### src/rtl/riscv_mdu_sequencer_if.sv
// Handshake bundle between the EX-stage pipeline control and the M-extension sequencer.
// The pipeline side is the master; the sequencer is the slave.
interface riscv_mdu_sequencer_if #(
  parameter int XLEN = 64
);
  localparam int CW = $clog2(XLEN + 1);

  logic          valid_e;
  logic [2:0]    funct3_e;
  logic          wordop_e;
  logic          kill;
  logic          divzero;
  logic          ovf;
  logic          stall;
  logic          busy;
  logic          load;
  logic          step;
  logic          fix;
  logic          done;
  logic [1:0]    special;
  logic [CW-1:0] cnt;
  logic [2:0]    state;

  modport master (
    output valid_e, funct3_e, wordop_e, kill, divzero, ovf,
    input  stall, busy, load, step, fix, done, special, cnt, state
  );

  modport slave (
    input  valid_e, funct3_e, wordop_e, kill, divzero, ovf,
    output stall, busy, load, step, fix, done, special, cnt, state
  );
endinterface

### src/rtl/riscv_mdu_sequencer.sv
// Sequencer for the shared iterative multiply/divide datapath of the RV64 EX stage.
// Optional RISCV_MDSQ_EARLYOUT_EN: divide-by-zero/overflow divides skip DIV and FIX.
module riscv_mdu_sequencer #(
  parameter int XLEN     = 64,
  parameter int WORD_LEN = 32,
  parameter int MUL_LAT  = 3
) (
  input  logic                  i_riscv_mdsq_clk,
  input  logic                  i_riscv_mdsq_rst,
  riscv_mdu_sequencer_if.slave  bus
);
  localparam int CW = $clog2(XLEN + 1);

  localparam logic [2:0] S_IDLE = 3'd0;
  localparam logic [2:0] S_LOAD = 3'd1;
  localparam logic [2:0] S_DIV  = 3'd2;
  localparam logic [2:0] S_MUL  = 3'd3;
  localparam logic [2:0] S_FIX  = 3'd4;
  localparam logic [2:0] S_DONE = 3'd5;

  localparam logic [CW-1:0] CNT_FULL = CW'(XLEN);
  localparam logic [CW-1:0] CNT_WORD = CW'(WORD_LEN);
  localparam logic [CW-1:0] CNT_MUL  = CW'(MUL_LAT);

  logic [2:0]    state_q;
  logic [CW-1:0] cnt_q;
  logic [1:0]    special_q;
  logic          is_div_q;

  // Only the divide/multiply selector bit of funct3 steers the sequence.
  logic unused_funct3;
  assign unused_funct3 = ^bus.funct3_e[1:0];

  // Handshake: an op is accepted in IDLE when valid_e is high and kill is low; once
  // accepted, valid_e/funct3/wordop are ignored until DONE. kill overrides everything.
  always_ff @(posedge i_riscv_mdsq_clk) begin
    if (i_riscv_mdsq_rst || bus.kill) begin
      state_q   <= S_IDLE;
      cnt_q     <= '0;
      special_q <= 2'b00;
      is_div_q  <= 1'b0;
    end else begin
      case (state_q)
        S_IDLE: begin
          if (bus.valid_e) begin
            state_q   <= S_LOAD;
            is_div_q  <= bus.funct3_e[2];
            special_q <= 2'b00;
            if (bus.funct3_e[2]) cnt_q <= bus.wordop_e ? CNT_WORD : CNT_FULL;
            else                 cnt_q <= CNT_MUL;
          end
        end
        S_LOAD: begin
          if (is_div_q) begin
            special_q <= bus.divzero ? 2'b01 : (bus.ovf ? 2'b10 : 2'b00);
`ifdef RISCV_MDSQ_EARLYOUT_EN
            if (bus.divzero || bus.ovf) begin
              state_q <= S_DONE;
              cnt_q   <= '0;
            end else begin
              state_q <= S_DIV;
            end
`else
            state_q <= S_DIV;
`endif
          end else begin
            special_q <= 2'b00;
            state_q   <= S_MUL;
          end
        end
        S_DIV: begin
          if (cnt_q <= CW'(1)) begin
            cnt_q   <= '0;
            state_q <= S_FIX;
          end else begin
            cnt_q <= cnt_q - CW'(1);
          end
        end
        S_MUL: begin
          if (cnt_q <= CW'(1)) begin
            cnt_q   <= '0;
            state_q <= S_DONE;
          end else begin
            cnt_q <= cnt_q - CW'(1);
          end
        end
        S_FIX: state_q <= S_DONE;
        S_DONE: begin
          // EX/M advances on this edge, so the finished op is never restarted.
          state_q   <= S_IDLE;
          special_q <= 2'b00;
        end
        default: begin
          state_q <= S_IDLE;
          cnt_q   <= '0;
        end
      endcase
    end
  end

  assign bus.busy    = (state_q != S_IDLE);
  assign bus.stall   = (((state_q == S_IDLE) && bus.valid_e) || (state_q == S_LOAD) ||
                        (state_q == S_DIV) || (state_q == S_MUL) || (state_q == S_FIX)) &&
                       !bus.kill;
  assign bus.load    = (state_q == S_LOAD) && !bus.kill;
  assign bus.step    = ((state_q == S_DIV) || (state_q == S_MUL)) && !bus.kill;
  assign bus.fix     = (state_q == S_FIX) && !bus.kill;
  assign bus.done    = (state_q == S_DONE) && !bus.kill;
  assign bus.special = special_q;
  assign bus.cnt     = cnt_q;
  assign bus.state   = state_q;
endmodule
### src/flat_wrapper.sv
// flat-port wrapper written by rule: the top's interface ports become plain ports
module riscv_mdu_sequencer_flat 
#(
  parameter int XLEN     = 64,
  parameter int WORD_LEN = 32,
  parameter int MUL_LAT  = 3
)
  (i_riscv_mdsq_clk, i_riscv_mdsq_rst, bus_valid_e, bus_funct3_e, bus_wordop_e, bus_kill, bus_divzero, bus_ovf, bus_stall, bus_busy, bus_load, bus_step, bus_fix, bus_done, bus_special, bus_cnt, bus_state);
  riscv_mdu_sequencer_if #(.XLEN(XLEN)) bus_i ();
  input  logic i_riscv_mdsq_clk;
  input  logic i_riscv_mdsq_rst;
  input wire logic [$bits(bus_i.valid_e)-1:0] bus_valid_e;
  input wire logic [$bits(bus_i.funct3_e)-1:0] bus_funct3_e;
  input wire logic [$bits(bus_i.wordop_e)-1:0] bus_wordop_e;
  input wire logic [$bits(bus_i.kill)-1:0] bus_kill;
  input wire logic [$bits(bus_i.divzero)-1:0] bus_divzero;
  input wire logic [$bits(bus_i.ovf)-1:0] bus_ovf;
  output wire logic [$bits(bus_i.stall)-1:0] bus_stall;
  output wire logic [$bits(bus_i.busy)-1:0] bus_busy;
  output wire logic [$bits(bus_i.load)-1:0] bus_load;
  output wire logic [$bits(bus_i.step)-1:0] bus_step;
  output wire logic [$bits(bus_i.fix)-1:0] bus_fix;
  output wire logic [$bits(bus_i.done)-1:0] bus_done;
  output wire logic [$bits(bus_i.special)-1:0] bus_special;
  output wire logic [$bits(bus_i.cnt)-1:0] bus_cnt;
  output wire logic [$bits(bus_i.state)-1:0] bus_state;
  assign bus_i.valid_e = bus_valid_e;
  assign bus_i.funct3_e = bus_funct3_e;
  assign bus_i.wordop_e = bus_wordop_e;
  assign bus_i.kill = bus_kill;
  assign bus_i.divzero = bus_divzero;
  assign bus_i.ovf = bus_ovf;
  assign bus_stall = bus_i.stall;
  assign bus_busy = bus_i.busy;
  assign bus_load = bus_i.load;
  assign bus_step = bus_i.step;
  assign bus_fix = bus_i.fix;
  assign bus_done = bus_i.done;
  assign bus_special = bus_i.special;
  assign bus_cnt = bus_i.cnt;
  assign bus_state = bus_i.state;
  riscv_mdu_sequencer #(.XLEN(XLEN), .WORD_LEN(WORD_LEN), .MUL_LAT(MUL_LAT)) u_core (.i_riscv_mdsq_clk(i_riscv_mdsq_clk), .i_riscv_mdsq_rst(i_riscv_mdsq_rst), .bus(bus_i));
endmodule
### config.mk
export PLATFORM = sky130hd
export DESIGN_NAME = riscv_mdu_sequencer_flat
export DESIGN_NICKNAME = d
export VERILOG_FILES = /design/src/rtl/riscv_mdu_sequencer_if.sv /design/src/rtl/riscv_mdu_sequencer.sv /design/src/flat_wrapper.sv
export SDC_FILE = /design/constraint.sdc
export NUM_CORES = 1
export LEC_CHECK = 0
export BUFFER_PORTS_ARGS = -buffer_cell sky130_fd_sc_hd__buf_2
export CORE_MARGIN = 2
export CORE_UTILIZATION = 52
export DETAILED_ROUTE_END_ITERATION = 8
export GPL_ROUTABILITY_DRIVEN = 0
export HOLD_SLACK_MARGIN = 0.03
export PLACE_DENSITY = 0.82
export SYNTH_ARGS = -nofsm -noshare
export SYNTH_HDL_FRONTEND = slang
export SYNTH_SLANG_ARGS = --single-unit
### constraint.sdc
create_clock -name i_riscv_mdsq_clk -period 3.66 [get_ports i_riscv_mdsq_clk]
set_input_delay 0.183 -clock i_riscv_mdsq_clk [delete_from_list [all_inputs] [get_ports i_riscv_mdsq_clk]]
set_output_delay 0.183 -clock i_riscv_mdsq_clk [all_outputs]
set_load 0.02 [all_outputs]
==> Yosys cells after proc, flatten, opt, wreduce, memory -nomap -nowiden <==
Index checks and enable logic that the tools add are counted.
{ "classes": {"addsub": 1, "n_mul": 0, "n_div": 0, "magnitude_cmp": 1, "n_eq_ne": 8, "shift": 0, "muxes": 15, "bitwise_logic": 1, "reduce_logical": 22} }
{ "ops": {"columns": ["operator", "n"], "rows": [
  ["7-bit 2-to-1 mux", 4],
  ["7-bit case mux with 3 select lines", 1],
  ["3-bit case mux with 5 select lines", 1],
  ["3-bit 2-to-1 mux", 3],
  ["2-bit 2-to-1 mux", 4],
  ["7-bit by 1-bit less-or-equal comparator with 1-bit output (second input constant)", 1],
  ["7-bit by 1-bit subtractor with 7-bit output (second input constant)", 1],
  ["3-bit by 2-bit equality test with 1-bit output (second input constant)", 2],
  ["3-bit equality test (second input constant)", 2],
  ["1-bit logical AND", 6],
  ["1-bit logical OR", 6],
  ["2-bit case mux with 3 select lines", 1],
  ["2-bit AND reduction", 3],
  ["3-bit nonzero test", 2],
  ["2-bit by 1-bit inequality test with 1-bit output (second input constant)", 2],
  ["3-bit by 1-bit equality test with 1-bit output (second input constant)", 1],
  ["3-bit zero test", 1],
  ["3-bit AND reduction", 1],
  ["3-bit OR reduction", 1],
  ["2-bit inequality test (second input constant)", 1],
  ["2-bit OR reduction", 1],
  ["1-bit zero test", 1],
  ["1-bit 2-to-1 mux", 1],
  ["1-bit NOT", 1]
]} }
{ "totals": {"register_bits": 13, "latch_bits": 0, "mem_bits_rw": 0, "mem_bits_ro": 0, "input_bits": 10, "out_inout_bits": 18, "word_cells": 52, "memories": 0} }

==> Longest topological paths before layout <==
Gate-level depths: netlist of run 1.
{ "depth": {"word_depth": 7, "depth_mapped": 6, "ltp_nobuf": 6} }

==> Worst setup path before layout of run 1 <==
OpenSTA, ideal clock, no wires.
{ "synth_path": {"path_type": "reg2reg", "startpoint": "reg u_core.cnt_q[1], in the netlist u_core.bus.cnt[1]", "endpoint": "reg u_core.cnt_q[3], in the netlist u_core.bus.cnt[3]", "setup_time_ns": 0.072, "t_arrival_ns": 1.782, "required_ns": 3.588, "setup_slack_ns": 1.806, "path_stages_with_launch": 7, "path_buffers": 0, "synth_period_minus_slack_ns": 1.854, "path_cell_list": "dfxtp_1 > inv_1 > ha_1 > o21bai_1 > a31oi_4 > or4b_1 > mux2i_1"} }
{ "synth_via": {"elab_chain_len": 3, "word_cells_on_any_way": 4, "classes_between": "1 x add/sub; 1 x order compare; 2 x mux"} }
{ "synth_lines": {"columns": ["element", "line", "source"], "rows": [
  ["from (decl)", "riscv_mdu_sequencer.sv:26", "logic [CW-1:0] cnt_q;"],
  ["from (signal assigned)", "riscv_mdu_sequencer.sv:49", "if (bus.funct3_e[2]) cnt_q <= bus.wordop_e ? CNT_WORD : CNT_FULL;"],
  ["from (signal assigned)", "riscv_mdu_sequencer.sv:76", "cnt_q <= cnt_q - CW'(1);"],
  ["from (signal assigned)", "riscv_mdu_sequencer.sv:84", "cnt_q <= cnt_q - CW'(1);"],
  ["7-bit by 1-bit subtractor with 7-bit output or 7-bit by 1-bit less-or-equal comparator with 1-bit output (tied branches)", null, null],
  ["7-bit 2-to-1 mux *", "riscv_mdu_sequencer.sv:72, riscv_mdu_sequencer.sv:80", null],
  ["7-bit case mux with 3 select lines *", "riscv_mdu_sequencer.sv:43", "case (state_q)"]
]} }
Mark *: on every way between the ends. The rest lies on a longest branch, timed or not.
A chain may end at the register's enable or synchronous reset.

==> Final worst setup path of run 1 <==
Same ends and word-level chain as after synthesis.

==> metrics.txt, run 1 <==
# TYPE chip_impl_metric gauge
chip_impl_metric{name="power.sequential.fraction",unit="%"} 52.1
chip_impl_metric{name="cts.sink_count",unit=""} 13
chip_impl_metric{name="comb_power_share",unit="%"} 17.9
chip_impl_metric{name="placeableCoreArea",unit="µm²"} 1490
chip_impl_metric{name="finalNetCount",unit=""} 141
chip_impl_metric{name="synthDominantCellAreaShare",unit="%"} 31.6
chip_impl_metric{name="placed_cell_area",unit="µm²"} 940
chip_impl_metric{name="synth_fp_nets",unit=""} 115
chip_impl_metric{name="wl_per_cell",unit="µm"} 13.4
chip_impl_info{name="worstSetupEndpointType",value="register"} 1
chip_impl_info{name="hp-class",value="primary input to register"} 1
chip_impl_metric{name="grt_met1_usage",unit="%"} 26.7
chip_impl_metric{name="maximum_single_stage_delay_on_the_critical_path",unit="ns"} 0.47
chip_impl_metric{name="vias",unit=""} 852
chip_impl_metric{name="clock_transition_at_the_registers_of_the_reported_paths",unit="ns"} 0.08
chip_impl_metric{name="power_density",unit="nW/µm²"} 296
chip_impl_metric{name="synthesis_to_layout_area_growth",unit="%"} 17.3
chip_impl_metric{name="postSynthAreaPerCell",unit="µm²"} 7.99
chip_impl_metric{name="ys_seq_elements",unit=""} 13
chip_impl_info{name="post_synth_most_frequent_cells",value="sky130_fd_sc_hd__dfxtp_1 (13), sky130_fd_sc_hd__a21oi_1 (12), sky130_fd_sc_hd__nor2_1 (12), sky130_fd_sc_hd__nand2_1 (8), sky130_fd_sc_hd__inv_1 (7)"} 1
chip_impl_metric{name="num_antenna_cells",unit=""} 0
chip_impl_metric{name="final_min_period_over_clock_period",unit="%"} 51.8
chip_impl_metric{name="grt_antenna_before_repair",unit=""} 0
chip_impl_metric{name="cts-root-to-sink-buffers",unit=""} 2
chip_impl_metric{name="die_width",unit="µm"} 43.8
chip_impl_info{name="clk_root_buffer_cell",value="sky130_fd_sc_hd__clkbuf_4"} 1
chip_impl_metric{name="clock_skew",unit="ns"} 0.00422
chip_impl_info{name="tritoncts",value="built"} 1
chip_impl_metric{name="synth_edf_count",unit=""} 0
chip_impl_metric{name="worst-slew-pin-transition",unit="ns"} 0.494
chip_impl_metric{name="timing_hold_violations_final",unit=""} 0
chip_impl_metric{name="net_switching_component_of_the_power",unit="µW"} 80.6
chip_impl_metric{name="syn_inst",unit=""} 103
chip_impl_metric{name="fp.dieArea",unit="µm²"} 1920
chip_impl_metric{name="grt_max_degree",unit=""} 16
chip_impl_info{name="outcome",value="finished clean"} 1
chip_impl_metric{name="yosysUniqueCellTypes",unit=""} 34
chip_impl_metric{name="ioPinCount",unit=""} 28
chip_impl_metric{name="switching_power_share_of_the_total",unit="%"} 28.2
chip_impl_metric{name="first_pass_iteration_count_of_the_detailed_router",unit=""} 4
chip_impl_metric{name="critPathMaxFanout",unit=""} 10
chip_impl_info{name="synth.top_cells.by_area",value="sky130_fd_sc_hd__dfxtp_1 (32%), sky130_fd_sc_hd__a21oi_1 (7.3%), sky130_fd_sc_hd__nor2_1 (5.5%)"} 1
chip_impl_info{name="largest_delay_share_family_worst_path",value="compound AO/OA/AOI/OAI gates"} 1
chip_impl_metric{name="critical_path_stages",unit=""} 6
chip_impl_metric{name="cp.required",unit="ns"} 3.86
chip_impl_info{name="timing_worst_setup_path_type",value="register to register"} 1
chip_impl_metric{name="grt.overflow.total",unit=""} 0
chip_impl_metric{name="post-cts-setup-buffer-count",unit=""} 0
chip_impl_metric{name="clock_power_share",unit="%"} 30.0
chip_impl_metric{name="minimum_clock_period_after_layout",unit="ns"} 1.90
chip_impl_metric{name="avgViaCountPerCell",unit=""} 5.92
chip_impl_metric{name="fmaxAchievable",unit="MHz"} 528
chip_impl_metric{name="rows",unit=""} 14
chip_impl_metric{name="drt-total-wl",unit="µm"} 1920
chip_impl_metric{name="total_leakage_power",unit="µW"} 0.000411
chip_impl_metric{name="synth_async_sr_flop_share",unit="%"} 0
chip_impl_info{name="yosysTopAreaCell",value="sky130_fd_sc_hd__dfxtp_1"} 1
chip_impl_info{name="synthFlopType",value="sky130_fd_sc_hd__dfxtp_1"} 1
chip_impl_metric{name="synth.cell_area",unit="µm²"} 823
chip_impl_metric{name="drv_cap",unit=""} 0
chip_impl_metric{name="total_number_of_yosys_warnings",unit=""} 0
chip_impl_info{name="synth.most_common_cell",value="sky130_fd_sc_hd__dfxtp_1"} 1
chip_impl_metric{name="cell_internal_pwr",unit="µW"} 205
chip_impl_metric{name="number_of_endpoints_failing_setup_at_the_final_stage",unit=""} 0
chip_impl_metric{name="cts.htree.levels",unit=""} 1
chip_impl_metric{name="drt.antenna.violating_nets",unit=""} 0
chip_impl_metric{name="filler_cell_count",unit=""} 136
chip_impl_metric{name="first_global_vias",unit=""} 721
chip_impl_metric{name="grt_use_met3",unit="%"} 2.50
chip_impl_metric{name="fraction_of_final_layout_cells_with_drive_strength_greater_than_1",unit="%"} 28.9
chip_impl_metric{name="clock_insertion_delay_worst_skew",unit="ns"} 0.27
chip_impl_info{name="grt-busiest-layer",value="met2"} 1
chip_impl_metric{name="die_height",unit="µm"} 43.8
chip_impl_metric{name="timing.max_slew.rel_slack",unit="%"} 67.0
chip_impl_metric{name="number_of_drc_violations_after_detailed_routing_iteration_0",unit=""} 23
chip_impl_metric{name="vdd_ir_drop_max",unit="mV"} 0.174
chip_impl_metric{name="postCtsResizedCells",unit=""} 0
chip_impl_metric{name="portBuffers",unit=""} 25
chip_impl_info{name="crit_path_cell_trace",value="inv_1 -> ha_1 -> o21bai_1 -> a31oi_4 -> or4b_1 -> mux2i_1"} 1
chip_impl_metric{name="reg2regPathDepth",unit=""} 6
chip_impl_metric{name="fin_setup_tns",unit="ns"} 0
chip_impl_metric{name="grt_util_met2",unit="%"} 35.9
chip_impl_metric{name="arrival",unit="ns"} 2.10
chip_impl_metric{name="worst_path_buffer_plus_inverter_count",unit=""} 1
chip_impl_metric{name="synth-seq-area-share",unit="%"} 31.6
chip_impl_metric{name="drc_errors",unit=""} 0
chip_impl_metric{name="final_cell_area",unit="µm²"} 966
chip_impl_info{name="rsz0062_at_grt",value="no"} 1
chip_impl_metric{name="globalRouteTotalUtil",unit="%"} 21.1
chip_impl_metric{name="cts_buffers",unit=""} 3
chip_impl_metric{name="global_route_wire_length_before_repair",unit="µm"} 3050
chip_impl_metric{name="initial_core_util",unit="%"} 55.3
chip_impl_metric{name="dp_hpwl",unit="µm"} 1470
chip_impl_metric{name="timing.final.max_slew_violations",unit=""} 0
chip_impl_metric{name="cts_hold_repair.buffers",unit=""} 0
chip_impl_metric{name="hold-path-cell-count",unit=""} 3
chip_impl_info{name="crit_path_start_kind",value="register"} 1
chip_impl_info{name="slowest_stage_cell_crit_path",value="sky130_fd_sc_hd__or4b_1"} 1
==> worst paths after layout <==
path,start,endpoint,slack [ns]
setup / recovery,u_core.bus.cnt[1],u_core.bus.cnt[3],1.76
hold / removal,bus_ovf,u_core.bus.special[1],0.19
setup reg to reg,u_core.bus.cnt[1],u_core.bus.cnt[3],1.76
hold reg to reg,u_core.bus.special[1],u_core.bus.special[1],0.46
==> power by group through the flow <==
stage	combinational, µW	sequential (µW)	clock, µW
floorplan	35.9	152	0
global placement	49.5	152	0
detailed placement	50.6	152	0
CTS	51.0	149	88.7
global route	56.3	149	98.1
finish	51.2	149	85.8
==> through the flow <==
stage                     util (%)  setup WS (ns)  std cells  total power [µW]  hold slack [ns]
final                         64.9           1.76        144               286            0.189
after global routing          64.9           1.64        144               304            0.197
after CTS                     64.9           1.77        144               289            0.184
after detailed placement      63.1           1.78        140               203            0.453
after global placement        63.1           1.88        140               201            0.438
after floorplan                  -           1.81        103               188            0.327
==> layer usage <==
metal	part of all wire, %	wire length, µm	vias to the layer above
met2	48	933	21
met4	1.4	26	0
li1	-	-	425
met5	0	0	-
met1	45	867	402
met3	5.0	97	4
==> placed cells by master, fill, tap and decap left out, types with 2 or more instances in the layout <==
| master | instances |
|---|---|
| sky130_fd_sc_hd__a21oi_1 | 12 |
| sky130_fd_sc_hd__a31oi_1 | 2 |
| sky130_fd_sc_hd__a32oi_1 | 2 |
| sky130_fd_sc_hd__buf_2 | 25 |
| sky130_fd_sc_hd__clkbuf_4 | 3 |
| sky130_fd_sc_hd__dfxtp_1 | 13 |
| sky130_fd_sc_hd__ha_1 | 2 |
| sky130_fd_sc_hd__inv_1 | 7 |
| sky130_fd_sc_hd__mux2i_1 | 3 |
| sky130_fd_sc_hd__nand2_1 | 8 |
| sky130_fd_sc_hd__nand2b_1 | 5 |
| sky130_fd_sc_hd__nand4b_1 | 2 |
| sky130_fd_sc_hd__nor2_1 | 12 |
| sky130_fd_sc_hd__nor3_1 | 5 |
| sky130_fd_sc_hd__nor4_1 | 2 |
| sky130_fd_sc_hd__nor4_2 | 2 |
| sky130_fd_sc_hd__o21ai_0 | 5 |
| sky130_fd_sc_hd__or2_2 | 2 |
==> final cells by class <==
class                      count  area (µm²)  area share, %
sequential                    13         260           26.9
inverter                       7        26.3           2.72
timing repair buffer          25         125           13.0
clock buffer                   4        26.3           2.72
tap                           16        20.0           2.07
multi-input combinational     79         508           52.6
==> tightest hold or removal path, stage by stage <==
cell and delay, ns:
sky130_fd_sc_hd__buf_2 0.10, sky130_fd_sc_hd__nand4b_1 0.07, sky130_fd_sc_hd__a21oi_1 0.06
==> flip-flops by register name (all words and copies together), names as in the netlist <==
register	flops
u_core.is_div_q	1
u_core.bus.cnt	7
u_core.bus.state	3
u_core.bus.special	2
==> kinds of logic after synthesis <==
kind of cell    share of synthesized area [%]
simple gates                             32.1
compound gates                           22.9
flops                                    31.6
buf+inv                                  6.69
mux                                      3.65
fa+ha+maj                                3.04
Note: power is estimated with default switching activity, not from simulation.
==> run 2: changes to the inputs <==
CORE_UTILIZATION = 48   (was 52)
PLACE_DENSITY = 0.77   (was 0.82)
clock period = 1.9 ns   (was 3.66 ns; I/O delays follow)
==> run 2 against run 1 <==
Count of clock-buffer cells in the layout did not move. Worst setup slack worse by 1.6 ns. First-iteration DRC count down 13%. Fmax increased by 12%. Sequential power rose by 93%. Clock skew fell by 0.00068 ns. Non-clock buffer count rose by 1. Total power rose by 96%. Critical path depth stayed put. Cell count is 0.69% higher. Register-to-register slack worse by 1.6 ns. Sequential share of layout area fell by 0.21 points. Critical path type unchanged. Largest power group unchanged.
==> metrics.txt, run 2 (synthesis results as in run 1) <==
# TYPE chip_impl_metric gauge
chip_impl_metric{name="vias",unit=""} 833
chip_impl_metric{name="placeableCoreArea",unit="µm²"} 1560
chip_impl_metric{name="cts_buffers",unit=""} 3
chip_impl_metric{name="die_height",unit="µm"} 45.4
chip_impl_metric{name="timing.max_slew.rel_slack",unit="%"} 67.9
chip_impl_metric{name="synthesis_to_layout_area_growth",unit="%"} 18.2
chip_impl_metric{name="clock_insertion_delay_worst_skew",unit="ns"} 0.28
chip_impl_info{name="crit_path_start_kind",value="register"} 1
chip_impl_metric{name="dp_hpwl",unit="µm"} 1460
chip_impl_metric{name="die_width",unit="µm"} 45.4
chip_impl_metric{name="cts-root-to-sink-buffers",unit=""} 2
chip_impl_metric{name="total_leakage_power",unit="µW"} 0.000416
chip_impl_metric{name="cp.required",unit="ns"} 2.12
chip_impl_metric{name="wl_per_cell",unit="µm"} 13.0
chip_impl_metric{name="grt.overflow.total",unit=""} 0
chip_impl_info{name="tritoncts",value="built"} 1
chip_impl_metric{name="number_of_drc_violations_after_detailed_routing_iteration_0",unit=""} 20
chip_impl_metric{name="avgViaCountPerCell",unit=""} 5.74
chip_impl_metric{name="fmaxAchievable",unit="MHz"} 593
chip_impl_metric{name="number_of_endpoints_failing_setup_at_the_final_stage",unit=""} 0
chip_impl_info{name="clk_root_buffer_cell",value="sky130_fd_sc_hd__clkbuf_4"} 1
chip_impl_metric{name="drc_errors",unit=""} 0
chip_impl_info{name="layout_commonest_cell",value="sky130_fd_sc_hd__buf_2"} 1
chip_impl_metric{name="post-cts-setup-buffer-count",unit=""} 0
chip_impl_metric{name="power_density",unit="nW/µm²"} 576
chip_impl_metric{name="final_cell_count_no_fill",unit=""} 145
chip_impl_metric{name="timing_hold_violations_final",unit=""} 0
chip_impl_metric{name="ioPinCount",unit=""} 28
chip_impl_metric{name="storage_element_area",unit="µm²"} 260
chip_impl_info{name="critical_path.endpoint",value="u_core.bus.cnt[3]"} 1
chip_impl_metric{name="drv_cap",unit=""} 0
chip_impl_metric{name="rows",unit=""} 14
chip_impl_metric{name="reg2regPathDepth",unit=""} 6
chip_impl_metric{name="grt_max_degree",unit=""} 16
chip_impl_metric{name="cts.sink_count",unit=""} 13
chip_impl_metric{name="fp.dieArea",unit="µm²"} 2060
chip_impl_info{name="outcome",value="finished clean"} 1
chip_impl_metric{name="global_route_wire_length_before_repair",unit="µm"} 3180
chip_impl_info{name="hp-class",value="primary input to register"} 1
chip_impl_metric{name="globalRouteTotalUtil",unit="%"} 21.5
chip_impl_metric{name="drt-total-wl",unit="µm"} 1890
chip_impl_metric{name="postCtsResizedCells",unit=""} 0
chip_impl_metric{name="regToRegSetupSlack",unit="ns"} 0.21
chip_impl_metric{name="fin_setup_tns",unit="ns"} 0
chip_impl_metric{name="cts_hold_repair.buffers",unit=""} 0
chip_impl_metric{name="first_global_vias",unit=""} 715
chip_impl_metric{name="minimum_clock_period_after_layout",unit="ns"} 1.69
chip_impl_metric{name="num_antenna_cells",unit=""} 0
chip_impl_info{name="startpoint",value="u_core.bus.cnt[1]"} 1
chip_impl_metric{name="arrival",unit="ns"} 1.90
chip_impl_info{name="timing_worst_setup_path_type",value="register to register"} 1
chip_impl_metric{name="flip_flop_count_of_the_largest_register_after_layout",unit=""} 7
chip_impl_metric{name="clock_transition_at_the_registers_of_the_reported_paths",unit="ns"} 0.08
chip_impl_metric{name="critPathMaxFanout",unit=""} 5
chip_impl_metric{name="clock_skew",unit="ns"} 0.00354
chip_impl_metric{name="cts.htree.levels",unit=""} 1
chip_impl_metric{name="finalNetCount",unit=""} 142
chip_impl_metric{name="drt.antenna.violating_nets",unit=""} 0
chip_impl_metric{name="numPlacedInstances",unit=""} 141
chip_impl_metric{name="timing.final.max_slew_violations",unit=""} 0
chip_impl_metric{name="worst-slew-pin-transition",unit="ns"} 0.479
chip_impl_metric{name="fraction_of_final_layout_cells_with_drive_strength_greater_than_1",unit="%"} 29.5
chip_impl_info{name="mostFrequentLayoutCells",value="sky130_fd_sc_hd__buf_2 (25), sky130_fd_sc_hd__dfxtp_1 (13), sky130_fd_sc_hd__nor2_1 (12), sky130_fd_sc_hd__a21oi_1 (12), sky130_fd_sc_hd__nand2_1 (8)"} 1
chip_impl_metric{name="total_area_of_multi_input_combinational_cells",unit="µm²"} 508
chip_impl_metric{name="first_pass_iteration_count_of_the_detailed_router",unit=""} 4
chip_impl_info{name="rsz0062_at_grt",value="no"} 1
chip_impl_metric{name="portBuffers",unit=""} 25
chip_impl_info{name="timing.rr.start",value="u_core.bus.cnt[1]"} 1
chip_impl_metric{name="initial_core_util",unit="%"} 52.8
chip_impl_info{name="worstSetupEndpointType",value="register"} 1
chip_impl_info{name="rr_endpoint",value="u_core.bus.cnt[3]"} 1
chip_impl_metric{name="filler_cell_count",unit=""} 144
chip_impl_metric{name="vdd_ir_drop_max",unit="mV"} 0.428
chip_impl_metric{name="grt_antenna_before_repair",unit=""} 0
chip_impl_metric{name="final_min_period_over_clock_period",unit="%"} 88.7
[run 2: cell types whose count changed in the layout (fill, tap and decap cells not counted), sizes merged]
cell / change
buf: +1
[run 2: cell type report]
cell class                 count  share of cell area (%)
multi-input combinational     79                    52.2
sequential                    13                    26.7
timing repair buffer          26                    13.6
clock buffer                   4                    2.70
inverter                       7                    2.70
tap                           16                    2.06
[run 2: report_power, final]
group / total [µW] / internal (µW) / switching [µW]
registers: 287 / 277 / 9.36
logic: 98.5 / 37.0 / 61.5
clock network: 176 / 81.5 / 94.2
total: 561 / 396 / 165
[run 2: per-stage QoR]
step / area (µm²) / total power [µW] / hold slack (ns) / worst slack (ns) / utilization [%]
after floorplan: 823 / 363 / 0.239 / 0.0461 / -
after global routing: 973 / 593 / 0.0784 / 0.0905 / 62.4
after detailed placement: 947 / 391 / 0.380 / 0.213 / 60.8
final: 973 / 561 / 0.0837 / 0.214 / 62.4
after global placement: 947 / 389 / 0.372 / 0.283 / 60.8
after CTS: 973 / 564 / 0.0819 / 0.202 / 62.4
[run 2: worst max-delay path: stages (launching register included)]
cell and delay (ns):
sky130_fd_sc_hd__dfxtp_1 0.39, sky130_fd_sc_hd__inv_1 0.09, sky130_fd_sc_hd__ha_1 0.17, sky130_fd_sc_hd__o21bai_1 0.21, sky130_fd_sc_hd__a31oi_4 0.21, sky130_fd_sc_hd__or4b_1 0.44
sky130_fd_sc_hd__mux2i_1 0.12
[run 2: worst min path at each step]
| stage | startpoint | end | slack, ns | cells after the start |
|---|---|---|---|---|
| floorplan | bus_funct3_e[2] | u_core.is_div_q | 0.24 | 2 |
| global placement | bus_ovf | u_core.bus.special[1] | 0.37 | 3 |
| detailed placement | bus_ovf | u_core.bus.special[1] | 0.38 | 3 |
| CTS | bus_ovf | u_core.bus.special[1] | 0.08 | 3 |
| global route | bus_ovf | u_core.bus.special[1] | 0.08 | 3 |
| finish | bus_ovf | u_core.bus.special[1] | 0.08 | 3 |
[run 2: metal layers]
| metal | up-vias | wire (µm) | GRT usage (%) |
|---|---|---|---|
| met3 | 2 | 118 | 5.95 |
| li1 | 424 | - | - |
| met4 | 0 | 12 | 5.29 |
| met5 | - | 0 | 0 |
| met1 | 378 | 842 | 27.6 |
| met2 | 29 | 916 | 35.5 |
